**src/rtl/mul_issue_sched.sv**
```systemverilog
// Issue scheduler sharing one fixed-latency iterative multiplier with the 5-stage pipeline.
// Optional early termination is enabled by defining MUL_EARLY_DONE_EN.
module mul_issue_sched #(
  parameter int unsigned LAT = 4,
  parameter int unsigned CW  = 4
) (
  input  logic          clk,
  input  logic          reset,
  input  logic          StartE,
  input  logic          KillE,
  input  logic [3:0]    WA3E,
  input  logic [3:0]    RA1D,
  input  logic [3:0]    RA2D,
  input  logic [3:0]    WA3D,
  input  logic          RegWriteD,
  input  logic          EarlyDone,
  output logic          UnitStart,
  output logic          MulBusy,
  output logic [3:0]    MulWA3,
  output logic          MulSelM,
  output logic          StallF,
  output logic          StallD,
  output logic          StallE,
  output logic          FlushE
);

  localparam int unsigned RW = 4;

  typedef enum logic [1:0] {
    IDLE = 2'd0,
    BUSY = 2'd1,
    DONE = 2'd2
  } state_t;

  state_t        state, state_nxt;
  logic [CW-1:0] cnt, cnt_nxt;
  logic [RW-1:0] wa3_q, wa3_nxt;

  logic start_live;
  logic hit_e;
  logic hit_m;
  logic early;

  assign start_live = StartE & ~KillE;

  // Decode operands colliding with the MUL being accepted, or with the pending one
  assign hit_e = (RA1D == WA3E) | (RA2D == WA3E) | (RegWriteD & (WA3D == WA3E));
  assign hit_m = (RA1D == wa3_q) | (RA2D == wa3_q) | (RegWriteD & (WA3D == wa3_q));

`ifdef MUL_EARLY_DONE_EN
  assign early = EarlyDone;
`else
  logic unused_early_done;
  assign unused_early_done = EarlyDone;
  assign early = 1'b0;
`endif

  // State, latency counter and pending destination
  always_ff @(posedge clk) begin
    if (reset) begin
      state <= IDLE;
      cnt   <= '0;
      wa3_q <= '0;
    end else begin
      state <= state_nxt;
      cnt   <= cnt_nxt;
      wa3_q <= wa3_nxt;
    end
  end

  // Next state and hazard outputs; reset forces every output low in the reset cycle
  always_comb begin
    state_nxt = state;
    cnt_nxt   = cnt;
    wa3_nxt   = wa3_q;
    UnitStart = 1'b0;
    MulBusy   = 1'b0;
    MulSelM   = 1'b0;
    StallF    = 1'b0;
    StallD    = 1'b0;
    StallE    = 1'b0;
    FlushE    = 1'b0;

    case (state)
      IDLE: begin
        if (start_live) begin
          UnitStart = 1'b1;
          wa3_nxt   = WA3E;
          cnt_nxt   = CW'(LAT - 1);
          state_nxt = BUSY;
          if (hit_e) begin
            StallF = 1'b1;
            StallD = 1'b1;
            FlushE = 1'b1;
          end
        end
      end

      BUSY: begin
        MulBusy = 1'b1;
        cnt_nxt = (cnt == '0) ? '0 : cnt - CW'(1);
        if ((cnt == '0) || early) begin
          state_nxt = DONE;
        end
        // A second MUL holds in Execute; that outranks bubbling a dependent op
        if (start_live) begin
          StallF = 1'b1;
          StallD = 1'b1;
          StallE = 1'b1;
        end else if (hit_m) begin
          StallF = 1'b1;
          StallD = 1'b1;
          FlushE = 1'b1;
        end
      end

      DONE: begin
        MulBusy   = 1'b1;
        MulSelM   = 1'b1;
        StallF    = 1'b1;
        StallD    = 1'b1;
        StallE    = 1'b1;
        state_nxt = IDLE;
      end

      default: begin
        state_nxt = IDLE;
      end
    endcase

    if (reset) begin
      UnitStart = 1'b0;
      MulBusy   = 1'b0;
      MulSelM   = 1'b0;
      StallF    = 1'b0;
      StallD    = 1'b0;
      StallE    = 1'b0;
      FlushE    = 1'b0;
    end
  end

  assign MulWA3 = reset ? '0 : wa3_q;

endmodule
```
**config.mk**
```make
export PLATFORM = sky130hd
export DESIGN_NAME = mul_issue_sched
export DESIGN_NICKNAME = d
export VERILOG_FILES = /design/src/rtl/mul_issue_sched.sv
export SDC_FILE = /design/constraint.sdc
export NUM_CORES = 1
export LEC_CHECK = 0
export CORE_UTILIZATION = 43
export DETAILED_ROUTE_END_ITERATION = 6
export GPL_TIMING_DRIVEN = 0
export PLACE_DENSITY = 0.79
export RECOVER_POWER = 50
export SYNTH_ARGS = -nofsm -noshare
export SYNTH_HDL_FRONTEND = slang
export SYNTH_SLANG_ARGS = --single-unit
```
**constraint.sdc**
```tcl
create_clock -name clk -period 2.3 [get_ports clk]
set_clock_uncertainty 0.05 [all_clocks]
set_input_delay 0.575 -clock clk [delete_from_list [all_inputs] [get_ports clk]]
set_output_delay 0.575 -clock clk [all_outputs]
set_load 0.1 [all_outputs]
```
# After elaboration in Yosys (flattened, before gate mapping)
# Index checks and enable logic that the tools add are counted.
dict set report totals {
  ram_bits 0
  romBits 0
  latchBits 0
  n_memories 0
  ff_bits 10
  in_bits 22
}
dict set report op_classes {
  bitwise 8
  shifts 0
  addsub 1
  n_reduce_logical 7
  mul 0
  div_mod_pow 0
  n_mux 25
  n_eq_ne 10
  n_lt_le_gt_ge 0
}
# operator count
set ops {}
lappend ops {{$eq A4 B4 Y1} 6}
lappend ops {{$mux W1} 15}
lappend ops {{$mux W4} 3}
lappend ops {{$pmux W4 S2} 1}
lappend ops {{$reduce_and A2 Y1} 3}
lappend ops {{$logic_not A4 Y1} 1}
lappend ops {{$mux W2} 2}
lappend ops {{$ne A2 B2 Y1 const B} 2}
lappend ops {{$or A1 B1 Y1} 4}
lappend ops {{$pmux W1 S2} 2}
lappend ops {{$pmux W2 S2} 1}
lappend ops {{$sub A4 B1 Y4 const B} 1}
lappend ops {{$and A1 B1 Y1} 3}
lappend ops {{$pmux W1 S3} 1}
lappend ops {{$eq A2 B1 Y1 const B} 1}
lappend ops {{$eq A2 B2 Y1 const B} 1}
lappend ops {{$logic_not A2 Y1} 1}
lappend ops {{$reduce_bool A2 Y1} 1}
lappend ops {{$reduce_or A2 Y1} 1}
lappend ops {{$not A1 Y1} 1}

# Logic depth before layout (Yosys ltp)
dict set report logic_depth {
  word_depth 7
  ltp_mapped 6
}

# Worst setup path after synthesis
# Ideal clock, no wire load.
dict set report synth_path {
  path_type {input -> output}
  from {in WA3E[1]}
  to {out StallF}
  path_stages 6
  t_required_ns 1.675
  arrival_time_ns 4.317
  slack_ns -2.642
  cell_sequence {xor2_1 -> nor3_1 -> nand3_1 -> a31o_2 -> a311oi_1 -> buf_4}
}
dict set report synth_between {
  elab_chain_cells 7
}
# element line_no
set synth_lines {}
lappend synth_lines {{start, declared} 11} ;# input logic [3:0] WA3E,
lappend synth_lines {{$eq A4 B4 Y1} 47} ;# assign hit_e = (RA1D == WA3E) | (RA2D == WA3E) | (RegWriteD & (WA3D == WA3E));
lappend synth_lines {{$or A1 B1 Y1 / $and A1 B1 Y1 (equally long branches)} 47}
lappend synth_lines {{$or A1 B1 Y1 *} 47}
lappend synth_lines {{$mux W1 * (2 in a row)} -}
lappend synth_lines {{$pmux W1 S3 *} -}
lappend synth_lines {{$mux W1 *} -}
lappend synth_lines {{end, declared} 21} ;# output logic StallF,
# Every way passes the cells marked *; elsewhere a longest branch is shown, timed or not.

# Final worst setup path
dict set report layout_path {
  from {reg wa3_q[1]}
  to {out StallF}
}
dict set report layout_between {
  elab_chain_cells 7
}
# element line_no
set layout_lines {}
lappend layout_lines {{start, declared} 37} ;# logic [RW-1:0] wa3_q, wa3_nxt;
lappend layout_lines {{start signal, assigned} 67} ;# wa3_q <= wa3_nxt;
lappend layout_lines {{$eq A4 B4 Y1} 48} ;# assign hit_m = (RA1D == wa3_q) | (RA2D == wa3_q) | (RegWriteD & (WA3D == wa3_q));
lappend layout_lines {{$or A1 B1 Y1 / $and A1 B1 Y1 (equally long branches)} 48}
lappend layout_lines {{$or A1 B1 Y1 *} 48}
lappend layout_lines {{$mux W1 *} 110} ;# end else if (hit_m) begin
lappend layout_lines {{$mux W1 *} 106} ;# if (start_live) begin
lappend layout_lines {{$pmux W1 S3 *} 84} ;# case (state)
lappend layout_lines {{$mux W1 *} 131} ;# if (reset) begin
# Marked as above.

==> metrics.md <==
| Metric | Value |
|---|---|
| Total gr overflow | 0 |
| Tightest Pin Transition | 0.506 ns |
| Layout cell share with drive strength beyond 1 | 48.3% |
| Post-synthesis async set-or-reset flop share | 0% |
| Yosys cell types | 30 |
| Area share of the largest cell type after synthesis | 23.9% |
| Largest net degree at the start of global routing | 11 |
| Largest area contributor in the netlist | dfxtp_1 |
| Initial Util | 46.9% |
| Worst EP arrival | 2.10 ns |
| Hold path endpoint | cnt[1] |
| Area Growth Syn to Fin | 77.0% |
| Synth Area in Compound Gates | 20.3% |
| Routed Antenna Nets | 0 |
| Worst R2R Path Depth | 6 |
| Worst hold path type | flip-flop to flip-flop |
| Num Clock Sinks | 10 |
| Fin crit share | 118% |
| Met3 GRT Util | 5.49% |
| Synthesized flop and latch total | 10 |
| Initial DRT Pass Iterations | 4 |
| Met2 Usage GRT | 51.5% |
| Count of final hold-check violations | 0 |
| Synth Area in Adders | 5.98% |
| Post-synthesis mux area share | 1.20% |
| Mean Syn Cell Area | 8.29 um2 |
| Max-cap violations | 0 |
| Die Y | 46.1 um |
| Initial DRC count | 9 |
| Final setup TNS | -1.31 ns |
| Via density | 5.53 |
| DIE WIDTH | 46.1 um |
| Required @ worst endpoint | 1.67 ns |
| Crit end category | output port |
| N_diodes | 0 |
| DRC viols | 0 |
| Initial antenna violation count | 0 |
| HPWL after DPL | 1860 um |
| Row count | 15 |
| I/O pins | 33 |
| Setup crit start kind | flip-flop |
| Leak | 0.603 nW |
| Global routing usage on met1 | 30.6% |
| Final worst slack | -0.425 ns |
| Number of CTS-inserted buffers | 3 |
| VDD IR max | 0.408 mV |
| Final wirelength | 2730 um |
| FF-to-FF Start | state[0] |
| Pwr dens | 554 mW/mm2 |
| # hold bufs at CTS | 0 |
| Nets@finish | 172 |
| Top post-synthesis cells by area | dfxtp_1, xnor2_1, xor2_1 |
| Critical Path Fanout Max | 4 |
| Total track usage | 28.7% |
| First-pass GRT wire length | 4200 um |
| Vias | 940 |
| Hold_sp | cnt[1] |
| Final Max Tran Viols | 0 |
| Post-synth EDFFs | 0 |
| Final instance area | 0.00148 mm2 |
| Layout fillers | 118 |
| Vias in the first global route | 939 |
| Synthesis Warnings | 0 |
| Slew Limit Headroom | 65.3% |
| Run status | finished, violations left |
| Final RePlAce weighted congestion | 0.826 |
| Synthesized net count | 127 |
| Port bufs | 31 |
| Simple-Gate Fraction of Synth Area | 19.3% |
| Setup CP Type | flip-flop to output port |
| Xor and xnor area share after synthesis | 25.1% |
| R2R Path End | cnt[2] |
| CTS tree | done |
| Failing checks | negative setup slack |
| Post-layout min period | 2.73 ns |
| Worst hold path depth | 2 |
| Synthesized area | 837 um2 |
| Core box area | 0.00178 mm2 |
| Worst-path clk slew | 0.07 ns |
| Setup violators final | 5 |
| Worst reg-to-reg setup slack | 0.55 ns |
| Die area | 0.00213 mm2 |
| Clk buf depth | 2 |
| Clk_lat worst skew | 0.28 ns |
| Mean routed wirelength per cell | 16.0 um |
| Area after DPL | 0.00124 mm2 |
| Clock root cell | clkbuf_4 |
| Post-synthesis cell count | 101 |
| Achievable Freq | 367 MHz |
| H-Tree Level Count | 1 |
| Synth Flop Type | dfxtp_1 |
| Area occupied by multi-input gates | 754 um2 |
| Fraction of the yosys area taken by sequential cells | 23.9% |
| RSZ-0062 raised after global routing | true |
| Global route hottest layer | met2 |
| Largest family of logic cells by synthesized area | XOR/XNOR gates |
| FF+latch area | 209 um2 |
==> power breakdown <==
part	switching (W)	internal (W)
registers	0.0000311	0.000193
logic	0.000253	0.000178
clock network	0.0000695	0.0000964
==> routing by layer <==
layer	wire length, um	part of all wire, %
met1	1160	42
met2	1380	50
met3	109	4.0
met4	81	3.0
met5	0	0
==> Yosys cell counts, types with 2 or more instances <==
| library cell | n |
|---|---|
| nor3_1 | 4 |
| nor2_1 | 6 |
| o31ai_1 | 2 |
| nand4_1 | 3 |
| a21oi_1 | 8 |
| o21ai_0 | 3 |
| ha_1 | 4 |
| dfxtp_1 | 10 |
| xor2_1 | 10 |
| inv_1 | 5 |
| nand2_1 | 5 |
| o22a_1 | 4 |
| nor2b_1 | 7 |
| xnor2_1 | 14 |
==> state kept, by name, indices dropped and copies added (netlist names) <==
register and flops:
cnt 4, state 2, wa3_q 4
==> cell type report <==
type | instances | area share, %
plain buffers | 3 | 2.20
clock buffers | 4 | 2.45
inverters | 5 | 1.27
multi-input cells | 83 | 50.9
flip-flops and latches | 10 | 14.1
well taps | 25 | 2.11
repair buffers | 40 | 26.9
==> critical path: stages (launching register included) <==
cell and delay [ns]:
dfxtp_4 0.38, xor2_2 0.18, o41ai_2 0.37, buf_4 0.20, o31ai_4 0.08, a311oi_4 0.31
buf_12 0.15, buf_12 0.16
==> placed cells by master (no fill, tap or decap), types with 3 or more instances in the layout <==
| master | Yosys | layout |
|---|---|---|
| nor2b_4 | 0 | 3 |
| ha_1 | 4 | 4 |
| a21oi_1 | 8 | 7 |
| dfxtp_2 | 0 | 4 |
| xor2_2 | 0 | 3 |
| nor2_1 | 6 | 5 |
| nor2b_2 | 0 | 4 |
| nand2_1 | 5 | 3 |
| inv_1 | 5 | 3 |
| clkdlybuf4s15_2 | 0 | 5 |
| nand4_1 | 3 | 3 |
| dfxtp_1 | 10 | 5 |
| buf_2 | 1 | 6 |
| o22a_1 | 4 | 4 |
| nor3_1 | 4 | 4 |
| buf_12 | 0 | 4 |
| o21ai_0 | 3 | 3 |
| buf_4 | 1 | 7 |
| dlygate4sd2_1 | 0 | 4 |
| buf_6 | 0 | 10 |
| xnor2_1 | 14 | 12 |
| xor2_1 | 10 | 6 |
| clkbuf_4 | 0 | 4 |
==> worst max-delay path by stage <==
stage | start | endpoint | slack, ns
5_1_grt | WA3D[3] | StallF | -0.46
3_5_place_dp | WA3E[0] | StallF | -1.79
2_1_floorplan | WA3E[1] | StallF | -0.82
6_report | wa3_q[1] | StallF | -0.43
4_1_cts | WA3D[3] | StallF | -0.42
3_3_place_gp | WA3E[1] | StallF | -1.75
==> per-stage QoR <==
step	utilization (%)	setup WS, ns	instances	power, W	hold WS, ns
after CTS	81.8	-0.422	170	0.000806	0.461
after global routing	83.1	-0.460	170	0.000854	0.502
after detailed placement	69.7	-1.79	157	0.000595	0.449
final	83.1	-0.425	170	0.000820	0.470
after floorplan	-	-0.820	101	0.000489	0.422
after global placement	69.7	-1.75	157	0.000584	0.434
==> timing repair <==
action,CTS,global route
hold endpoints to repair,0,0
setup endpoints to repair,11,10
buffers inserted,9,1
gates resized for setup,152,26
pin swaps,20,10
==> cells by family after synthesis <==
group                    count (synthesis)
AO/OA/AOI/OAI                           24
XOR/XNOR                                24
adder cells (fa/ha/maj)                  4
buffers and inverters                    8
flip-flops                              10
multiplexers                             1
AND/OR/NAND/NOR                         30
Power figures use the tool's default switching activity.
